===== config.mk =====
export PLATFORM = sky130hd
export DESIGN_NAME = caliptra_prim_fifo_sync_mc
export DESIGN_NICKNAME = d
export VERILOG_FILES = /design/src/rtl/caliptra_prim_fifo_sync_mc.sv
export SDC_FILE = /design/constraint.sdc
export NUM_CORES = 1
export LEC_CHECK = 0
export ABC_CLOCK_PERIOD_IN_PS = 4200
export BUFFER_PORTS_ARGS = -buffer_cell sky130_fd_sc_hd__buf_2
export CAP_MARGIN = 25
export CORE_MARGIN = 3
export CORE_UTILIZATION = 40
export CTS_CLUSTER_SIZE = 16
export DETAILED_ROUTE_END_ITERATION = 10
export GPL_ROUTABILITY_DRIVEN = 0
export PLACE_DENSITY = 0.63
export REMOVE_ABC_BUFFERS = 1
export SETUP_SLACK_MARGIN = 0.1
export SYNTH_ARGS = -nofsm -noshare
export SYNTH_HDL_FRONTEND = slang
export SYNTH_SLANG_ARGS = --single-unit

===== constraint.sdc =====
create_clock -name clk_i -period 4.2 [get_ports clk_i]
set_clock_uncertainty 0.1 [all_clocks]
set_input_delay 0.84 -clock clk_i [delete_from_list [all_inputs] [get_ports clk_i]]
set_output_delay 0.84 -clock clk_i [all_outputs]
set_load 0.02 [all_outputs]

===== src/rtl/caliptra_prim_fifo_sync_mc.sv =====
// Single-clock multi-channel FIFO: per-channel queues sharing one tagged write port and one
// round-robin arbitrated read port whose grant is held until the beat is accepted.

module caliptra_prim_fifo_sync_mc #(
    parameter int unsigned Width               = 16,
    parameter int unsigned Depth               = 4,
    parameter int unsigned NumCh               = 2,
    parameter int unsigned AlmostFullTh        = 3,
    parameter bit          OutputZeroIfInvalid = 1'b1,
    localparam int unsigned DepthW             = $clog2(Depth + 1),
    localparam int unsigned ChW                = $clog2(NumCh),
    localparam int unsigned PtrW               = $clog2(Depth) + 1
) (
    input  logic                     clk_i,
    input  logic                     rst_ni,
    input  logic                     clr_i,
    input  logic                     wvalid_i,
    input  logic [ChW-1:0]           wch_i,
    input  logic [Width-1:0]         wdata_i,
    output logic                     wready_o,
    output logic                     rvalid_o,
    input  logic                     rready_i,
    output logic [Width-1:0]         rdata_o,
    output logic [ChW-1:0]           rch_o,
    output logic [NumCh*DepthW-1:0]  depth_o,
    output logic [NumCh-1:0]         afull_o,
    output logic [NumCh-1:0]         full_o
);

    localparam int unsigned IdxW = PtrW - 1;

    logic [PtrW-1:0]  wptr_r    [NumCh];
    logic [PtrW-1:0]  rptr_r    [NumCh];
    logic [Width-1:0] storage_r [NumCh][Depth];

    logic [NumCh-1:0]  empty_s;
    logic [NumCh-1:0]  full_s;
    logic [DepthW-1:0] depth_s [NumCh];

    logic             wch_ok_s;
    logic             wfull_s;
    logic             wready_s;
    logic             push_s;
    logic             any_s;
    logic             rvalid_s;
    logic             pop_s;
    logic [ChW-1:0]   arb_grant_s;
    logic [ChW-1:0]   grant_s;
    logic [Width-1:0] head_s;

    logic [ChW-1:0]   prio_r;
    logic             lock_r;
    logic [ChW-1:0]   lock_ch_r;

    // Channel after ch, wrapping at NumCh (NumCh need not be a power of two).
    function automatic logic [ChW-1:0] next_ch(input logic [ChW-1:0] ch);
        logic [ChW-1:0] nxt;
        if (int'(ch) + 1 >= int'(NumCh)) begin
            nxt = {ChW{1'b0}};
        end else begin
            nxt = ch + ChW'(1);
        end
        return nxt;
    endfunction

    for (genvar c = 0; c < NumCh; c++) begin : gen_ch_status
        logic [PtrW-1:0] occ_s;
        assign occ_s       = wptr_r[c] - rptr_r[c];
        assign depth_s[c]  = DepthW'(occ_s);
        assign empty_s[c]  = (wptr_r[c] == rptr_r[c]);
        assign full_s[c]   = (wptr_r[c][PtrW-1] != rptr_r[c][PtrW-1]) &&
                             (wptr_r[c][IdxW-1:0] == rptr_r[c][IdxW-1:0]);
        assign depth_o[c*DepthW +: DepthW] = depth_s[c];
        assign afull_o[c]  = (depth_s[c] >= DepthW'(AlmostFullTh));
        assign full_o[c]   = full_s[c];
    end

    // Write-side acceptance; an out-of-range channel tag is treated as full.
    always_comb begin
        wch_ok_s = 1'b0;
        wfull_s  = 1'b1;
        if (int'(wch_i) < int'(NumCh)) begin
            wch_ok_s = 1'b1;
            wfull_s  = full_s[wch_i];
        end else begin
            wch_ok_s = 1'b0;
            wfull_s  = 1'b1;
        end
    end

    assign wready_s = wch_ok_s & ~wfull_s & ~clr_i;
    assign push_s   = wvalid_i & wready_s;

    // Cyclic search for the first non-empty channel starting at prio_r.
    always_comb begin
        logic        found;
        int unsigned idx;
        found       = 1'b0;
        idx         = 0;
        arb_grant_s = {ChW{1'b0}};
        for (int i = 0; i < int'(NumCh); i++) begin
            idx = (int'(prio_r) + i) % NumCh;
            if (!found && !empty_s[ChW'(idx)]) begin
                found       = 1'b1;
                arb_grant_s = ChW'(idx);
            end else begin
                found = found;
            end
        end
    end

    assign any_s    = |(~empty_s);
    assign rvalid_s = any_s & ~clr_i;
    assign grant_s  = lock_r ? lock_ch_r : arb_grant_s;
    assign pop_s    = rvalid_s & rready_i;

    // Head of the granted channel, masked while nothing is offered.
    always_comb begin
        head_s = storage_r[grant_s][rptr_r[grant_s][IdxW-1:0]];
        if (OutputZeroIfInvalid && !rvalid_s) begin
            rdata_o = {Width{1'b0}};
            rch_o   = {ChW{1'b0}};
        end else begin
            rdata_o = head_s;
            rch_o   = grant_s;
        end
    end

    assign wready_o = wready_s;
    assign rvalid_o = rvalid_s;

    // Per-channel pointer update; clear wins over any handshake.
    always_ff @(posedge clk_i or negedge rst_ni) begin
        if (!rst_ni) begin
            for (int c = 0; c < int'(NumCh); c++) begin
                wptr_r[c] <= {PtrW{1'b0}};
                rptr_r[c] <= {PtrW{1'b0}};
            end
        end else if (clr_i) begin
            for (int c = 0; c < int'(NumCh); c++) begin
                wptr_r[c] <= {PtrW{1'b0}};
                rptr_r[c] <= {PtrW{1'b0}};
            end
        end else begin
            for (int c = 0; c < int'(NumCh); c++) begin
                if (push_s && (wch_i == ChW'(c))) begin
                    wptr_r[c] <= wptr_r[c] + PtrW'(1);
                end
                if (pop_s && (grant_s == ChW'(c))) begin
                    rptr_r[c] <= rptr_r[c] + PtrW'(1);
                end
            end
        end
    end

    // Arbiter state: rotate priority after a pop, hold the grant while the consumer stalls.
    always_ff @(posedge clk_i or negedge rst_ni) begin
        if (!rst_ni) begin
            prio_r    <= {ChW{1'b0}};
            lock_r    <= 1'b0;
            lock_ch_r <= {ChW{1'b0}};
        end else if (clr_i) begin
            prio_r    <= {ChW{1'b0}};
            lock_r    <= 1'b0;
            lock_ch_r <= {ChW{1'b0}};
        end else if (pop_s) begin
            prio_r <= next_ch(grant_s);
            lock_r <= 1'b0;
        end else if (rvalid_s) begin
            lock_r    <= 1'b1;
            lock_ch_r <= grant_s;
        end
    end

    // Storage array is intentionally not reset; reads of stale slots are masked by rvalid.
    always_ff @(posedge clk_i) begin
        if (push_s) begin
            storage_r[wch_i][wptr_r[wch_i][IdxW-1:0]] <= wdata_i;
        end
    end

    caliptra_prim_fifo_sync_mc_chk #(
        .Width        (Width),
        .Depth        (Depth),
        .NumCh        (NumCh),
        .AlmostFullTh (AlmostFullTh)
    ) u_chk (
        .clk    (clk_i),
        .rst_n  (rst_ni),
        .clr    (clr_i),
        .rvalid (rvalid_s),
        .rready (rready_i),
        .rdata  (rdata_o),
        .rch    (rch_o),
        .depth  (depth_o)
    );

endmodule

// Property checker for the multi-channel FIFO: parameter legality, read-port hold, occupancy bounds.
module caliptra_prim_fifo_sync_mc_chk #(
    parameter int unsigned Width        = 16,
    parameter int unsigned Depth        = 4,
    parameter int unsigned NumCh        = 2,
    parameter int unsigned AlmostFullTh = 3,
    localparam int unsigned DepthW      = $clog2(Depth + 1),
    localparam int unsigned ChW         = $clog2(NumCh)
) (
    input logic                    clk,
    input logic                    rst_n,
    input logic                    clr,
    input logic                    rvalid,
    input logic                    rready,
    input logic [Width-1:0]        rdata,
    input logic [ChW-1:0]          rch,
    input logic [NumCh*DepthW-1:0] depth
);

    params_legal_a: assert property (@(posedge clk)
        (Depth >= 2) && ((Depth & (Depth - 1)) == 0) && (NumCh >= 2) &&
        (AlmostFullTh >= 1) && (AlmostFullTh <= Depth));

    hold_stable_a: assert property (@(posedge clk) disable iff (!rst_n)
        (rvalid && !rready && !clr) |=> (clr || ($stable(rdata) && $stable(rch))));

    for (genvar c = 0; c < NumCh; c++) begin : gen_depth_chk
        depth_bound_a: assert property (@(posedge clk) disable iff (!rst_n)
            depth[c*DepthW +: DepthW] <= DepthW'(Depth));
    end

endmodule


# --- Word-level counts from Yosys, hierarchy flattened ---
# Memories as Yosys holds them, arrays and structs flattened.
# Cells that the tools add are included.
word_totals:
  mem_bits_rw: 128
  inputBits: 22
  wordCells: 105
  reg_bits: 15
  mem_bits_ro: 0
  mem_count: 1
  out_inout_bits: 29
  latchBits: 0
memory_table:
  columns: ["name", "depth", "word_bits", "rd", "rd_ports_with_merged_regs", "wr", "line", "rtl"]
  rows:
  - ["storage_r", 2, 64, 1, 0, 1, "34", "logic [Width-1:0] storage_r [NumCh][Depth];"]
op_classes:
  order_cmp: 11
  reduce_logical: 18
  n_bitwise: 13
  shifts: 0
  n_mux: 39
  div: 0
  eq_ne: 7
  add_sub_neg: 9
  n_mul: 0
op_table:
  columns: ["op", "count"]
  rows:
  - ["16-bit two-way mux", 4]
  - ["64-bit two-way mux", 1]
  - ["16-bit binary-select mux with 2-bit select", 1]
  - ["16-bit demux with 2-bit select", 1]
  - ["1-bit two-way mux", 20]
  - ["3-bit by 1-bit adder with 3-bit output (second input constant)", 4]
  - ["2-bit two-way mux", 6]
  - ["3-bit two-way mux", 4]
  - ["6-bit two-way mux", 2]
  - ["2-bit nonzero test", 6]
  - ["1-bit logical AND", 8]
  - ["3-bit == test", 2]
  - ["2-bit greater-or-equal comparator (second input constant)", 3]
  - ["3-bit by 2-bit greater-or-equal comparator with 1-bit output (second input constant)", 2]
  - ["3-bit greater-or-equal comparator (second input constant)", 2]
  - ["1-bit by 2-bit less-than comparator with 1-bit output (second input constant)", 3]
  - ["2-bit NOT with 3-bit output", 2]
  - ["3-bit subtractor", 2]
  - ["1-bit AND", 4]
  - ["2-bit == test", 2]
  - ["1-bit NOT", 4]
  - ["1-bit NOT with 2-bit output", 2]
  - ["3-bit by 1-bit less-than comparator with 1-bit output (second input constant)", 1]
  - ["3-bit nonzero test", 1]
  - ["8 further kinds", 10]

# --- Depth between registers and ports, before layout ---
depth:
  depth_word: 16
  depth_mapped: 11
  ltp_nobuf: 9

# --- Worst setup path before layout ---
# OpenSTA, ideal clock, no wires.
synth_timing:
  path_type: "reg2out"
  startpoint: "register rptr_r[4] (netlist name)"
  endpoint: "output rdata_o[10]"
  arrival_time_ns: 2.595
  setup_slack_ns: 0.665
  stages_incl_launch_ff: 11
  cell_sequence: "dfrtp_1 -> clkbuf_1 -> clkbuf_1 -> inv_1 -> ha_1 -> and2_1 -> a21oi_2 -> o31a_1 -> buf_2 -> nand2_1 -> a21oi_1"
synth_between:
  elab_chain_cells: 16
  word_cells_on_any_way: 23
synth_rtl:
  columns: ["element", "line", "rtl"]
  rows:
  - ["start: declaration", "33", "logic [PtrW-1:0] rptr_r [NumCh];"]
  - ["start signal: indexed assignment", "137", "rptr_r[c] <= {PtrW{1'b0}};"]
  - ["start signal: indexed assignment", "142", "rptr_r[c] <= {PtrW{1'b0}};"]
  - ["start signal: indexed assignment", "150", "rptr_r[c] <= rptr_r[c] + PtrW'(1);"]
  - ["3-bit == test", "70", "assign empty_s[c] = (wptr_r[c] == rptr_r[c]);"]
  - ["1-bit two-way mux (not written as such) (2 in a row)", "103", "if (!found && !empty_s[ChW'(idx)]) begin"]
  - ["1-bit logical NOT", "103", null]
  - ["1-bit logical AND", "103", null]
  - ["1-bit two-way mux", "103", null]
  - ["1-bit two-way mux", "114", "assign grant_s = lock_r ? lock_ch_r : arb_grant_s;"]
  - ["1-bit NOT with 2-bit output (not written as such)", "119", "head_s = storage_r[grant_s][rptr_r[grant_s][IdxW-1:0]];"]
  - ["2-bit two-way mux (not written as such) (3 in a row)", "119", null]
  - ["2-bit NOT with 3-bit output (not written as such)", "119", null]
  - ["16-bit binary-select mux with 2-bit select", "119", null]
  - ["16-bit two-way mux (not written as such) (2 in a row)", "119", null]
  - ["16-bit two-way mux (*)", "120", "if (OutputZeroIfInvalid && !rvalid_s) begin"]
  - ["end: declaration", "23", "output logic [Width-1:0] rdata_o,"]
# Mark *: on every way between the ends. The rest lies on a longest branch, timed or not. The select of a mux whose other input is x is not followed.

# --- Worst setup path in the final report ---
layout_timing:
  startpoint: "register wptr_r[0] (netlist name)"
  endpoint: "output rdata_o[10]"
layout_between:
  elab_chain_cells: 16
  word_cells_on_any_way: 23
layout_rtl:
  columns: ["element", "line", "rtl"]
  rows:
  - ["start: declaration", "32", "logic [PtrW-1:0] wptr_r [NumCh];"]
  - ["start signal: indexed assignment", "136", "wptr_r[c] <= {PtrW{1'b0}};"]
  - ["start signal: indexed assignment", "141", "wptr_r[c] <= {PtrW{1'b0}};"]
  - ["start signal: indexed assignment", "147", "wptr_r[c] <= wptr_r[c] + PtrW'(1);"]
  - ["3-bit == test (*)", "70", null]
  - ["1-bit two-way mux (not written as such) (2 in a row)", "103", null]
  - ["1-bit logical NOT", "103", null]
  - ["1-bit logical AND", "103", null]
  - ["1-bit two-way mux", "103", null]
  - ["1-bit two-way mux", "114", null]
  - ["1-bit NOT with 2-bit output (not written as such)", "119", null]
  - ["2-bit two-way mux (not written as such) (3 in a row)", "119", null]
  - ["2-bit NOT with 3-bit output (not written as such)", "119", null]
  - ["16-bit binary-select mux with 2-bit select", "119", null]
  - ["16-bit two-way mux (not written as such) (2 in a row)", "119", null]
  - ["16-bit two-way mux (*)", "120", null]
# Marked as above.

==> key figures <==
Worst setup path
  – Required time worst endpoint: 3.26 ns
  – Largest delay contributor family on the critical path: buffers and inverters
  – Crit path buf inv count: 3
  – Worst r2r dst: rptr_r[5]
  – Startpoint Class: flip-flop
  – Worst setup EP type: primary output
  – Critical Setup Path Class: flip-flop to primary output
  – Worst-path cell chain: inv_1 -> ha_1 -> nand2_1 -> nor2_1 -> o31ai_2 -> buf_4 -> nand2_1 -> a21oi_1 -> buf_2
  – Register-to-Register Path Depth: 9
  – CP peak stage delay: 0.46 ns
  – Worst r2r src: wptr_r[0]
  – R2R setup slack: 1.58 ns
  – Crit Path Max Fanout: 22
  – Worst path most repeated cell: nand2_1
  – Slowest-stage cell, CP: dfrtp_1
  – Critical Path AT: 2.70 ns

Clock tree
  – Postcts setup bufs: 0
  – Hold-fix buffers at CTS: 0
  – TritonCTS clock tree: yes
  – CTS sink count: 143
  – H-tree depth: 4
  – Clk_lat worst skew: 0.41 ns
  – Reg clk slew, reported paths: 0.06 ns
  – Maximum buffer depth of the clock tree: 2
  – Cts bufs inserted: 17
  – Post-CTS Resized: 0
  – Root Driver: clkbuf_16

Pwr
  – Clock share of power: 0.420
  – Net Sw Power: 0.000925 W
  – Static leakage: 2.54 nW
  – Sequential power share: 0.431
  – Pint: 0.00278 W
  – Power Density: 524 nW/um^2
  – Comb pwr share: 0.149
  – Maximum VDD drop: 0.387 mV
  – Net Sw Frac: 0.250

STA
  – Hold slack: 0.240 ns
  – Fmax: 274 MHz
  – Final Hold Viols: 0
  – Worst-margin pin slew: 0.707 ns
  – Slew headroom: 0.523
  – Final min period: 3.64 ns
  – # setup viols final: 0
  – Final Max Tran Viols: 0
  – Setup TNS: 0 ns
  – Final worst path period share: 0.868
  – Fin worst setup slack: 0.556 ns
  – RSZ-0062 raised after global routing: no

Floorplanning
  – Number of I/O pins: 51
  – Die width: 128 um
  – Site Rows: 43
  – Starting density of the core: 0.418
  – Die Span Y: 128 um
  – Die area: 16300 sq um
  – Area of the core: 14100 sq um

Place
  – Dpl ws: 1.01 ns
  – Input/output buffers: 50
  – HPWL Detailed: 7300 um

Drt
  – DRC viols: 0
  – Vias: 3149
  – Via density: 5.25
  – Drt first pass iters: 4
  – Final antenna-violating net count: 0
  – Wire per inst: 19.8 um
  – 1st-iter DRT viols: 268
  – Routed WL: 11900 um

Global route
  – Largest net degree at the start of global routing: 23
  – Initial antenna violation count: 0
  – Vias in the first global route: 3385
  – First-pass GRT wire length: 19200 um
  – GR Overflow Total: 0
  – Total global-route track usage: 0.160

Synthesis
  – YS warnings: 0
  – Top cells by area, synth: edfxtp_1 (65%), mux4_2 (12%), dfrtp_1 (6.3%)
  – Post-synth top cells: edfxtp_1 (128), nand2_1 (39), mux4_2 (32)
  – Leading area contributor after synthesis: edfxtp_1
  – Predominant post-synthesis flop cell: edfxtp_1
  – Syn_area_per_cell: 17.6 sq um
  – Asr flop ratio synth: 0.105
  – Count leader, synth: edfxtp_1
  – Synth top area share: 0.650
  – Post-synth EDFFs: 128
  – Post-synthesis sequential area ratio: 0.713
  – Post-Syn Area: 5910 sq um
  – Seq cells post-synth: 143
  – Synth Instances: 337
  – Post-synthesis cell type count: 40

Layout
  – Nets: 439
  – P&R area growth vs syn: 19.6%
  – Layout cells sized above 1: 0.340
  – Diodes inserted: 0

Hold path
  – Hold Crit Class: primary input to asynchronous set/reset pin

Status
  – Status: complete, no violations

Flow run
  – Max_cap viols: 0
cells by family (layout without fill, tap and decap cells):
family | count (synthesis) | count (layout) | synth area share
xor gates and xnor gates | 8 | 8 | 0.0131
buffers and inverters | 31 | 114 | 0.0235
DFF | 143 | 143 | 0.713
and+or+nand+nor | 73 | 73 | 0.0558
AOI/OAI and AO/OA | 38 | 38 | 0.0453
adders and majority gates | 10 | 10 | 0.0237
muxes | 34 | 34 | 0.125
worst max-delay path by stage:
stage,from,to,depth (start not counted)
3_5_place_dp,wptr_r[3],rdata_o[10],9
4_1_cts,wptr_r[0],rdata_o[10],9
3_3_place_gp,wptr_r[0],rdata_o[0],9
5_1_grt,wptr_r[0],rdata_o[2],9
2_1_floorplan,rptr_r[0],rdata_o[0],6
6_report,wptr_r[0],rdata_o[10],9
registers in the layout, summed over array words and instances, names as in the netlist:
signal and count:
lock_ch_r 1, lock_r 1, prio_r 1, rptr_r 6, storage_r 128, wptr_r 6
cell usage in the layout (no fill, tap or decap), drive strengths merged, types with 3 or more instances in the layout:
master,Yosys,final
edfxtp,128,128
nand2,41,41
a21oi,19,19
clkbuf,5,19
xnor2,6,6
clkinv,1,6
ha,8,8
dfrtp,15,15
o31ai,3,3
inv,16,19
bufinv,0,4
nand4,3,3
mux4,32,32
o21ai,4,4
buf,9,65
nor2,13,13
nor3,8,8
per-stage QoR:
step | instances | cell area [sq um] | utilization | total power [W]
after floorplan | 323 | 5840 | - | 0.00198
after global placement | 568 | 6460 | 0.456 | 0.00218
after detailed placement | 568 | 6460 | 0.456 | 0.00219
after CTS | 600 | 7080 | 0.500 | 0.00375
after global routing | 600 | 7080 | 0.500 | 0.00386
final | 600 | 7080 | 0.500 | 0.00370
layer usage:
| layer | wire length, um | vias up | track usage | part of all wire |
|---|---|---|---|---|
| met3 | 508 | 10 | 0.0431 | 0.043 |
| met4 | 110 | 0 | 0.0499 | 0.0093 |
| met5 | 0 | - | 0 | 0 |
| met2 | 5940 | 61 | 0.261 | 0.50 |
| met1 | 5330 | 1627 | 0.213 | 0.45 |
| li1 | - | 1451 | - | - |
power groups by stage:
stage / clock network (W) / registers (W) / logic (W)
6_report: 0.00156 / 0.00159 / 0.000553
5_1_grt: 0.00166 / 0.00160 / 0.000607
4_1_cts: 0.00159 / 0.00159 / 0.000565
3_5_place_dp: 0 / 0.00162 / 0.000563
3_3_place_gp: 0 / 0.00162 / 0.000555
2_1_floorplan: 0 / 0.00165 / 0.000333
cell type report:
type / count / area (sq um)
Tap cell: 180 / 225
Multi-Input combinational cell: 163 / 1590
Timing Repair Buffer: 65 / 363
Sequential cell: 143 / 4220
Clock inverter: 13 / 185
Inverter: 17 / 63.8
Fill cell: 1187 / 7070
Clock buffer: 19 / 433
Power figures use the tool's default switching activity.
